<file path="config.mk">
export PLATFORM = sky130hd
export DESIGN_NAME = seq_stream_serializer
export DESIGN_NICKNAME = d
export VERILOG_FILES = /design/src/rtl/seq_pkg.sv /design/src/rtl/serializer_hold_reg.sv /design/src/rtl/seq_stream_serializer.sv
export SDC_FILE = /design/constraint.sdc
export NUM_CORES = 1
export LEC_CHECK = 0
export CORE_MARGIN = 3
export CORE_UTILIZATION = 40
export DETAILED_ROUTE_END_ITERATION = 10
export PLACE_DENSITY_LB_ADDON = 0.1
export SETUP_SLACK_MARGIN = 0.2
export SLEW_MARGIN = 20
export SYNTH_ARGS = -nofsm -noshare
export SYNTH_HDL_FRONTEND = slang
export SYNTH_SLANG_ARGS = --single-unit
</file>
<file path="constraint.sdc">
create_clock -name clk -period 2.1 [get_ports clk]
set_input_delay 0.21 -clock clk [delete_from_list [all_inputs] [get_ports clk]]
set_output_delay 0.21 -clock clk [all_outputs]
set_load 0.02 [all_outputs]
</file>
<file path="src/rtl/seq_pkg.sv">
// ============================================================================
//  Module      : seq_pkg
//  Description : Shared types and constants for the sequence-detector front end
//  Revision    : 1.0 - initial release
// ============================================================================
`default_nettype none

package seq_pkg;

    typedef enum logic [0:0] {
        IDLE  = 1'b0,
        SHIFT = 1'b1
    } state_t;

    localparam int          c_DEFAULT_WIDTH = 8;
    localparam logic [4:0]  c_DET_PATTERN   = 5'b10110;

    function automatic int clog2(input int value);
        int r;
        int v;
        r = 0;
        v = value - 1;
        while (v > 0) begin
            r++;
            v = v >> 1;
        end
        return r;
    endfunction

endpackage

`default_nettype wire

</file>
<file path="src/rtl/serializer_hold_reg.sv">
// ============================================================================
//  Module      : serializer_hold_reg
//  Description : Single-entry holding register with full flag and ready output
//  Revision    : 1.0 - initial release
// ============================================================================
`default_nettype none

module serializer_hold_reg #(
    parameter int DATA_W = 8
) (
    input  logic              clk,
    input  logic              rst,
    input  logic [DATA_W-1:0] i_wr_data,
    input  logic              i_wr_en,
    input  logic              i_rd_en,
    output logic [DATA_W-1:0] o_hold_data,
    output logic              o_hold_full,
    output logic              o_load_ready
);

    logic [DATA_W-1:0] r_hold;
    logic              r_full;

    // Writes only happen while empty and reads only while full, so they never collide
    always_ff @(posedge clk) begin
        if (!rst) begin
            r_hold <= '0;
            r_full <= 1'b0;
        end else if (i_wr_en) begin
            r_hold <= i_wr_data;
            r_full <= 1'b1;
        end else if (i_rd_en) begin
            r_full <= 1'b0;
        end
    end

    assign o_hold_data  = r_hold;
    assign o_hold_full  = r_full;
    assign o_load_ready = rst & ~r_full;

endmodule

`default_nettype wire

</file>
<file path="src/rtl/seq_stream_serializer.sv">
// ============================================================================
//  Module      : seq_stream_serializer
//  Description : Parallel-to-serial feeder with one-word hold buffer and stall.
//                Optional even-parity trailer bit when PARITY_EN is defined.
//  Revision    : 1.0 - initial release
// ============================================================================
`default_nettype none

module seq_stream_serializer
    import seq_pkg::*;
#(
    parameter int WIDTH     = c_DEFAULT_WIDTH,
    parameter bit MSB_FIRST = 1'b1
) (
    input  logic             clk,
    input  logic             rst,
    input  logic [WIDTH-1:0] load_data,
    input  logic             load_valid,
    output logic             load_ready,
    input  logic             adv,
    output logic             sout,
    output logic             sout_valid,
    output logic             busy,
    output logic             frame_done
);

`ifdef PARITY_EN
    localparam int c_FRAME_W = WIDTH + 1;
`else
    localparam int c_FRAME_W = WIDTH;
`endif
    localparam int                 c_CNT_W    = clog2(WIDTH + 2);
    localparam logic [c_CNT_W-1:0] c_CNT_LOAD = c_CNT_W'(c_FRAME_W);

    state_t               r_state;
    logic [c_FRAME_W-1:0] r_sh;
    logic [c_CNT_W-1:0]   r_cnt;
    logic                 r_frame_done;

    logic [c_FRAME_W-1:0] w_load_frame;
    logic [c_FRAME_W-1:0] w_hold_frame;
    logic [c_FRAME_W-1:0] w_shifted;
    logic                 w_hold_full;
    logic                 w_accept;
    logic                 w_last;
    logic                 w_bypass;
    logic                 w_hold_wr;
    logic                 w_hold_rd;

    // Parity sits at the far end of the frame so it leaves after the data bits
`ifdef PARITY_EN
    assign w_load_frame = MSB_FIRST ? {load_data, ^load_data} : {^load_data, load_data};
`else
    assign w_load_frame = load_data;
`endif

    generate
        if (MSB_FIRST) begin : g_msb_first
            assign w_shifted = {r_sh[c_FRAME_W-2:0], 1'b0};
            assign sout      = r_sh[c_FRAME_W-1];
        end else begin : g_lsb_first
            assign w_shifted = {1'b0, r_sh[c_FRAME_W-1:1]};
            assign sout      = r_sh[0];
        end
    endgenerate

    assign w_accept  = load_valid & load_ready;
    assign w_last    = (r_state == SHIFT) & adv & (r_cnt == c_CNT_W'(1));
    assign w_bypass  = w_last & ~w_hold_full & w_accept;
    assign w_hold_wr = (r_state == SHIFT) & w_accept & ~w_bypass;
    assign w_hold_rd = w_last & w_hold_full;

    serializer_hold_reg #(
        .DATA_W (c_FRAME_W)
    ) u_hold (
        .clk          (clk),
        .rst          (rst),
        .i_wr_data    (w_load_frame),
        .i_wr_en      (w_hold_wr),
        .i_rd_en      (w_hold_rd),
        .o_hold_data  (w_hold_frame),
        .o_hold_full  (w_hold_full),
        .o_load_ready (load_ready)
    );

    always_ff @(posedge clk) begin
        if (!rst) begin
            r_state      <= IDLE;
            r_sh         <= '0;
            r_cnt        <= '0;
            r_frame_done <= 1'b0;
        end else begin
            r_frame_done <= 1'b0;
            case (r_state)
                IDLE: begin
                    if (w_accept) begin
                        r_sh    <= w_load_frame;
                        r_cnt   <= c_CNT_LOAD;
                        r_state <= SHIFT;
                    end
                end
                SHIFT: begin
                    if (adv) begin
                        if (r_cnt == c_CNT_W'(1)) begin
                            r_frame_done <= 1'b1;
                            if (w_hold_full) begin
                                r_sh  <= w_hold_frame;
                                r_cnt <= c_CNT_LOAD;
                            end else if (w_accept) begin
                                r_sh  <= w_load_frame;
                                r_cnt <= c_CNT_LOAD;
                            end else begin
                                r_sh    <= '0;
                                r_cnt   <= '0;
                                r_state <= IDLE;
                            end
                        end else begin
                            r_sh  <= w_shifted;
                            r_cnt <= r_cnt - c_CNT_W'(1);
                        end
                    end
                end
            endcase
        end
    end

    assign sout_valid = (r_state == SHIFT);
    assign busy       = (r_state == SHIFT) | w_hold_full;
    assign frame_done = r_frame_done;

endmodule

`default_nettype wire

</file>
==> results.py <==
metrics = {
    "sta": {
        "finalHoldViolations": 0,
        "hold_ws_ns": 0.515,
        "finalSetupTns_ns": 0,
        "rsz0062_at_grt": "no",
        "worst_slew_pin_slew_ns": 0.637,
        "drv_slew": 0,
        "min_period_over_period_pct": 86.1,
        "finClkSkew_ns": 0.00213,
        "final.setup.worst_slack_ns": 0.292,
        "setup_viol": 0,
        "slew_headroom_pct": 57.2,
        "fin_crit_ns": 1.81,
        "fmax_mhz": 553,
    },
    "worst_hold_path": {
        "whs_endpoint": "u_hold.o_hold_data[2]",
        "hold_class": "register to register",
        "hold_depth": 2,
        "hold_start": "u_hold.o_hold_data[2]",
    },
    "floorplanning": {
        "floorplan.die_area_um2": 3530,
        "ios": 17,
        "fp.dieH_um": 59.4,
        "die_w_um": 59.4,
        "core_area_um2": 2590,
        "start_util_pct": 44.1,
        "num_rows": 18,
    },
    "power": {
        "switching_power_mw": 0.272,
        "leakagePower_nw": 0.540,
        "finalPower_mw": 0.917,
        "cell_internal_pwr_mw": 0.644,
        "comb_power_share_pct": 23.4,
        "vdd_drop_max_mv": 0.411,
        "p_sw_share_pct": 29.7,
        "p_per_area_nw_per_um2": 627,
        "clkPwrFrac_pct": 23.0,
        "seqPwrFrac_pct": 53.6,
    },
    "setup_path": {
        "worstPathCellList": "or2_2 -> clkdlybuf4s50_1",
        "r2r_start": "r_cnt[1]",
        "crit_type": "register to output port",
        "worstSetupEndpointType": "output port",
        "cp_slowest_stage_delay_ns": 0.55,
        "worst-r2r-setup-slack_ns": 0.31,
        "crit_path_start_kind": "register",
        "crit_slowest_cell": "clkdlybuf4s50_1",
        "cp_max_fo": 12,
        "regToRegEndpoint": "u_hold.o_hold_data[6]",
        "worstPathArrival_ns": 1.60,
        "reg2reg_depth": 8,
        "required_ns": 1.89,
    },
    "synth": {
        "ys_seq_area_share_pct": 40.3,
        "netlist_instances": 132,
        "synth_area_um2": 1140,
        "avgSynthCellArea_um2": 8.65,
        "yosys-top-cells-area": "dfxtp_1, o21ai_0, mux2i_1",
        "ys_seq_elements": 23,
        "synthFlopType": "dfxtp_1",
        "synth.top_cell.area_share_pct": 40.3,
        "synth_fp_nets": 146,
        "synth_cell_type_count": 31,
        "synth_edf_count": 0,
        "yosys_warnings": 0,
        "synthArstFlopShare_pct": 0,
        "yosysTopAreaCell": "dfxtp_1",
    },
    "route": {
        "drt-vias-per-instance": 5.81,
        "wirelength_um": 2930,
        "ant_nets": 0,
        "first_pass_iters": 4,
        "drc": 0,
        "vias": 1093,
        "wire_per_inst_um": 15.6,
        "drtIter0Drc": 66,
    },
    "clock_network": {
        "cts-buffers-inserted": 3,
        "cts_tree": "built",
        "clk_path_buf_depth": 2,
        "holdBufCountCts": 0,
        "clock-root-buffer": "clkbuf_4",
        "cts_sinks": 23,
        "cts.clk_slew.worst_paths_ns": 0.13,
        "htree_levels": 1,
        "clock_insertion_delay_worst_skew_ns": 0.32,
    },
    "layout": {
        "postLayoutCoreUtil_pct": 56.4,
        "drive_gt1_share_pct": 19.6,
        "antennaDiodeCount": 0,
        "postLayoutCellArea_um2": 1460,
        "final_nets": 173,
        "area_growth_syn_to_layout_pct": 27.9,
        "final_cells": 188,
    },
    "grt": {
        "grt_pass1_wl_um": 4930,
        "grt_max_degree": 17,
        "overflow": 0,
        "antenna_found_initial": 0,
        "grtUsageTotal_pct": 18.5,
        "grt_pass1_vias": 1072,
    },
    "placed_design": {
        "dp_cells": 177,
        "dp_hpwl_um": 1990,
        "gp_congestion": 0.794,
        "place_ws_ns": 0.189,
        "placed_cell_area_um2": 1370,
        "port_buffers": 16,
    },
    "job": {
        "drv_cap": 0,
    },
    "outcome": {
        "status": "finished, final reports clean",
    },
}
==> repair_timing <==
item	CTS	global route
setup endpoints to repair	9	10
hold endpoints to repair	0	0
gates cloned	0	1
pin swaps	0	1
resized for setup	3	1
buffers inserted	0	6
==> cell type report <==
| type | count | area, um2 |
|---|---|---|
| timing repair buffer | 32 | 288 |
| fill | 241 | 1130 |
| clock buffer | 3 | 22.5 |
| tap | 30 | 37.5 |
| sequential | 23 | 464 |
| multi-input combinational | 94 | 626 |
| inverter | 5 | 18.8 |
| clock inverter | 1 | 5.00 |
==> state kept, by name, summed over array words and instances, names as in the netlist <==
register and count:
frame_done 1, r_cnt 4, r_sh 8, sout_valid 1, u_hold.o_hold_data 8, u_hold.o_hold_full 1
==> layer usage <==
metal	GRT usage, %	vias to the layer above	wire length, um
li1	-	540	-
met1	25.0	519	1420
met2	28.1	29	1310
met3	3.49	5	154
met4	8.74	0	48
met5	0	-	0
==> cell families after synthesis <==
| family | Yosys count | synth area share [%] |
|---|---|---|
| fa+ha+maj | 2 | 2.19 |
| buf+inv | 15 | 4.93 |
| simple gates | 31 | 13.9 |
| mux | 8 | 7.01 |
| compound gates | 53 | 31.7 |
| flops | 23 | 40.3 |
==> synthesized netlist by cell type (2+ instances only) <==
cell type / count
dfxtp_1: 23
o21ai_0: 18
nor2_1: 17
a21oi_1: 13
clkbuf_1: 10
mux2i_1: 8
a221o_1: 7
o211ai_1: 7
inv_1: 4
nand2_1: 3
ha_1: 2
==> power groups by stage <==
stage | logic, mW | clock network (mW) | registers [mW]
after floorplan | 0.119 | 0 | 0.496
after global placement | 0.196 | 0 | 0.498
after detailed placement | 0.200 | 0 | 0.500
after CTS | 0.202 | 0.217 | 0.491
after global routing | 0.239 | 0.233 | 0.496
final | 0.215 | 0.211 | 0.492
==> worst max path at each step <==
stage	endpoint	from	slack (ns)
floorplan	u_hold.o_hold_data[0]	r_cnt[1]	0.28
global placement	u_hold.o_hold_data[5]	r_cnt[1]	0.23
detailed placement	u_hold.o_hold_data[6]	r_cnt[1]	0.19
CTS	u_hold.o_hold_data[6]	r_cnt[1]	0.23
global route	u_hold.o_hold_data[6]	r_cnt[1]	0.22
finish	busy	u_hold.o_hold_full	0.29
==> layout by cell type, fill, tap and decap left out, types with 2 or more instances in the layout <==
cell type,instances
o21ai_0,18
o211ai_1,7
mux2i_1,8
buf_4,14
clkdlybuf4s50_1,16
dfxtp_2,3
nand2_1,3
ha_1,2
nor2_1,17
a21oi_1,13
dfxtp_1,20
inv_1,4
a221o_1,7
clkbuf_4,3
==> worst max-delay path, delay by kind of cell, from the launching register on <==
kind	cells	cell delay, ns
buffers and inverters	1	0.55
DFF	1	0.41
and+or+nand+nor	1	0.32
No activity file was read; power rests on OpenSTA's default activity.
==> variant: new RTL, same settings <==
The package constant `c_DEFAULT_WIDTH` goes from 8 to 9.
--- a/src/rtl/seq_pkg.sv
+++ b/src/rtl/seq_pkg.sv
@@ -12,7 +12,7 @@
         SHIFT = 1'b1
     } state_t;
 
-    localparam int          c_DEFAULT_WIDTH = 8;
+    localparam int          c_DEFAULT_WIDTH = 9;
     localparam logic [4:0]  c_DET_PATTERN   = 5'b10110;
 
     function automatic int clog2(input int value);
Ports: changed (resized load_data); port bits go from 17 to 18. The function was not compared with the original's and may differ.
==> variant against the unedited design <==
Area after synthesis grew 17%; power is 12% higher; highest routed layer unchanged; critical path type is now reg -> reg; sequential cell count grew 2; setup slack improved by 71 ps; sequential power rose by 9.3%; final cell count rose by 8.5%; wire length rose by 1.1%; final area rose by 8.4%; via count is essentially flat.
==> variant: results (changes against the unedited design) <==
stage	metric	value	unit	change
finish	seq_area_share	31.7	%	-0.089 points
worst_setup_path	crit_type	reg -> reg		
sta	fin_skew	8.86	ps	+6.73 ps
finish	nNetsFinal	176		+1.7%
cts	cts_resized	0		-3
min_path	min_to	r_sh[0]		
synth	synth_seq_area_share	37.4	%	-2.9 points
synth	synthesis.nets	158		+8.2%
drt	via_count	1092		-0.091%
placed_design	io_buffer_count	17		+1
finish	buffers	25		-22%
finish	n_fill_cell	296		+23%
finish	buffer_area_share	14.7	%	-5.0 points
synth	yosys_warnings	0		unchanged
worst_setup_path	r2r-start	r_cnt[0]		
finish	clkCellAreaFrac	1.74	%	-0.15 points
global_route	grt_pass1_wl	4960	um	+0.71%
synth	yosys-top-cells-count	dfxtp_1, o21ai_0, nor2b_1		
placed_design	pre_cts_slack	271	ps	+82.1 ps
global_route	grt_max_degree	17		unchanged
finish	post_route_cells_drive_above_1_share	20.0	%	+0.38 points
finish	diodes	0		unchanged
cts	clk_pin_slew	150	ps	+20 ps
pwr	p_leak	0.555	nW	+2.6%
cts	htreeDepth	1		unchanged
finish	multi_input_comb_area	752	um2	+20%
synth	synth_cell_type_count	33		+6.5%
cts	cts_setup_buffers	0		unchanged
finish	multi_input_cells	102		+8.5%
worst_setup_path	crit_arrival	1970	ps	+370 ps
synth	synth_seq_cells	25		+8.7%
global_route	grt_pass1_vias	1013		-5.5%
placed_design	gp_congestion	0.747		-5.9%
worst_setup_path	rr_worst_depth	5		-3
drt	dr.pass1.iters	4		unchanged
min_path	hold_depth	3		+1
sta	tightest_slew	517	ps	-120 ps
global_route	grtUsageTotal	15.0	%	-3.5 points
outcome	status	completed		
worst_setup_path	r2r_slack	360	ps	+50 ps
pwr	ir_worst_vdd	0.235	mV	-43%
drt	dr.first_iter.drc_count	60		-9.1%
min_path	hp-start	load_data[0]		
worst_setup_path	worstPathMaxFanout	10		-2
finish	inverters_excl_clock	4		-1
min_path	hp-class	in -> reg		
drt	routed_wirelength	2960	um	+1.1%
synth	yosys-top-cells-area	dfxtp_1, o211ai_2, o21ai_0, mux2i_1, a221o_1		
placed_design	dpl.hpwl	2170	um	+9.3%
worst_setup_path	reg2reg_to	r_sh[6]		
variant: metal layers:
layer  global-route usage, %  wire, um  vias to the layer above
li1                        -         -                      555
met2                    21.4      1220                       38
met3                    2.11       160                        2
met1                    23.0      1570                      497
met4                    4.04        13                        0
met5                       0         0                        -
variant: worst max path at each step:
stage / slack, ps / cells past startpoint / endpoint
2_1_floorplan: 560 / 7 / r_sh[6]
3_3_place_gp: 280 / 3 / load_ready
3_5_place_dp: 270 / 3 / load_ready
4_1_cts: 210 / 3 / load_ready
5_1_grt: 240 / 6 / r_sh[8]
6_report: 360 / 5 / r_sh[6]
variant: report_power, final:
group	leakage, nW	switching (W)	internal, W
registers	0.205	0.0000278	0.000510
logic	0.331	0.000140	0.000120
clock network	0.0177	0.000154	0.0000714
total	0.555	0.000322	0.000702
variant: stage by stage:
step / utilization (%) / instances / hold slack (ps) / total power (W) / instance area [um2]
floorplan: - / 143 / 352 / 0.000724 / 1340
global placement: 49.6 / 200 / 497 / 0.000805 / 1550
detailed placement: 49.6 / 200 / 513 / 0.000808 / 1550
CTS: 50.5 / 204 / 498 / 0.00104 / 1580
global route: 50.6 / 204 / 529 / 0.00107 / 1580
finish: 50.6 / 204 / 500 / 0.00102 / 1580
variant: critical path, stage by stage, from the launching register on:
cell	delay, ps
dfxtp_1	400
ha_1	220
or3b_1	520
a221o_1	360
o211ai_2	90
a21oi_2	60
variant: cell families (layout without fill, tap and decap cells):
| family | after synthesis | in the layout | share of synthesized area (%) |
|---|---|---|---|
| buf+inv | 16 | 33 | 6.45 |
| simple gates | 36 | 36 | 16.3 |
| mux | 9 | 9 | 6.73 |
| flops | 25 | 25 | 37.4 |
| compound gates | 55 | 55 | 31.3 |
| fa+ha+maj | 2 | 2 | 1.87 |
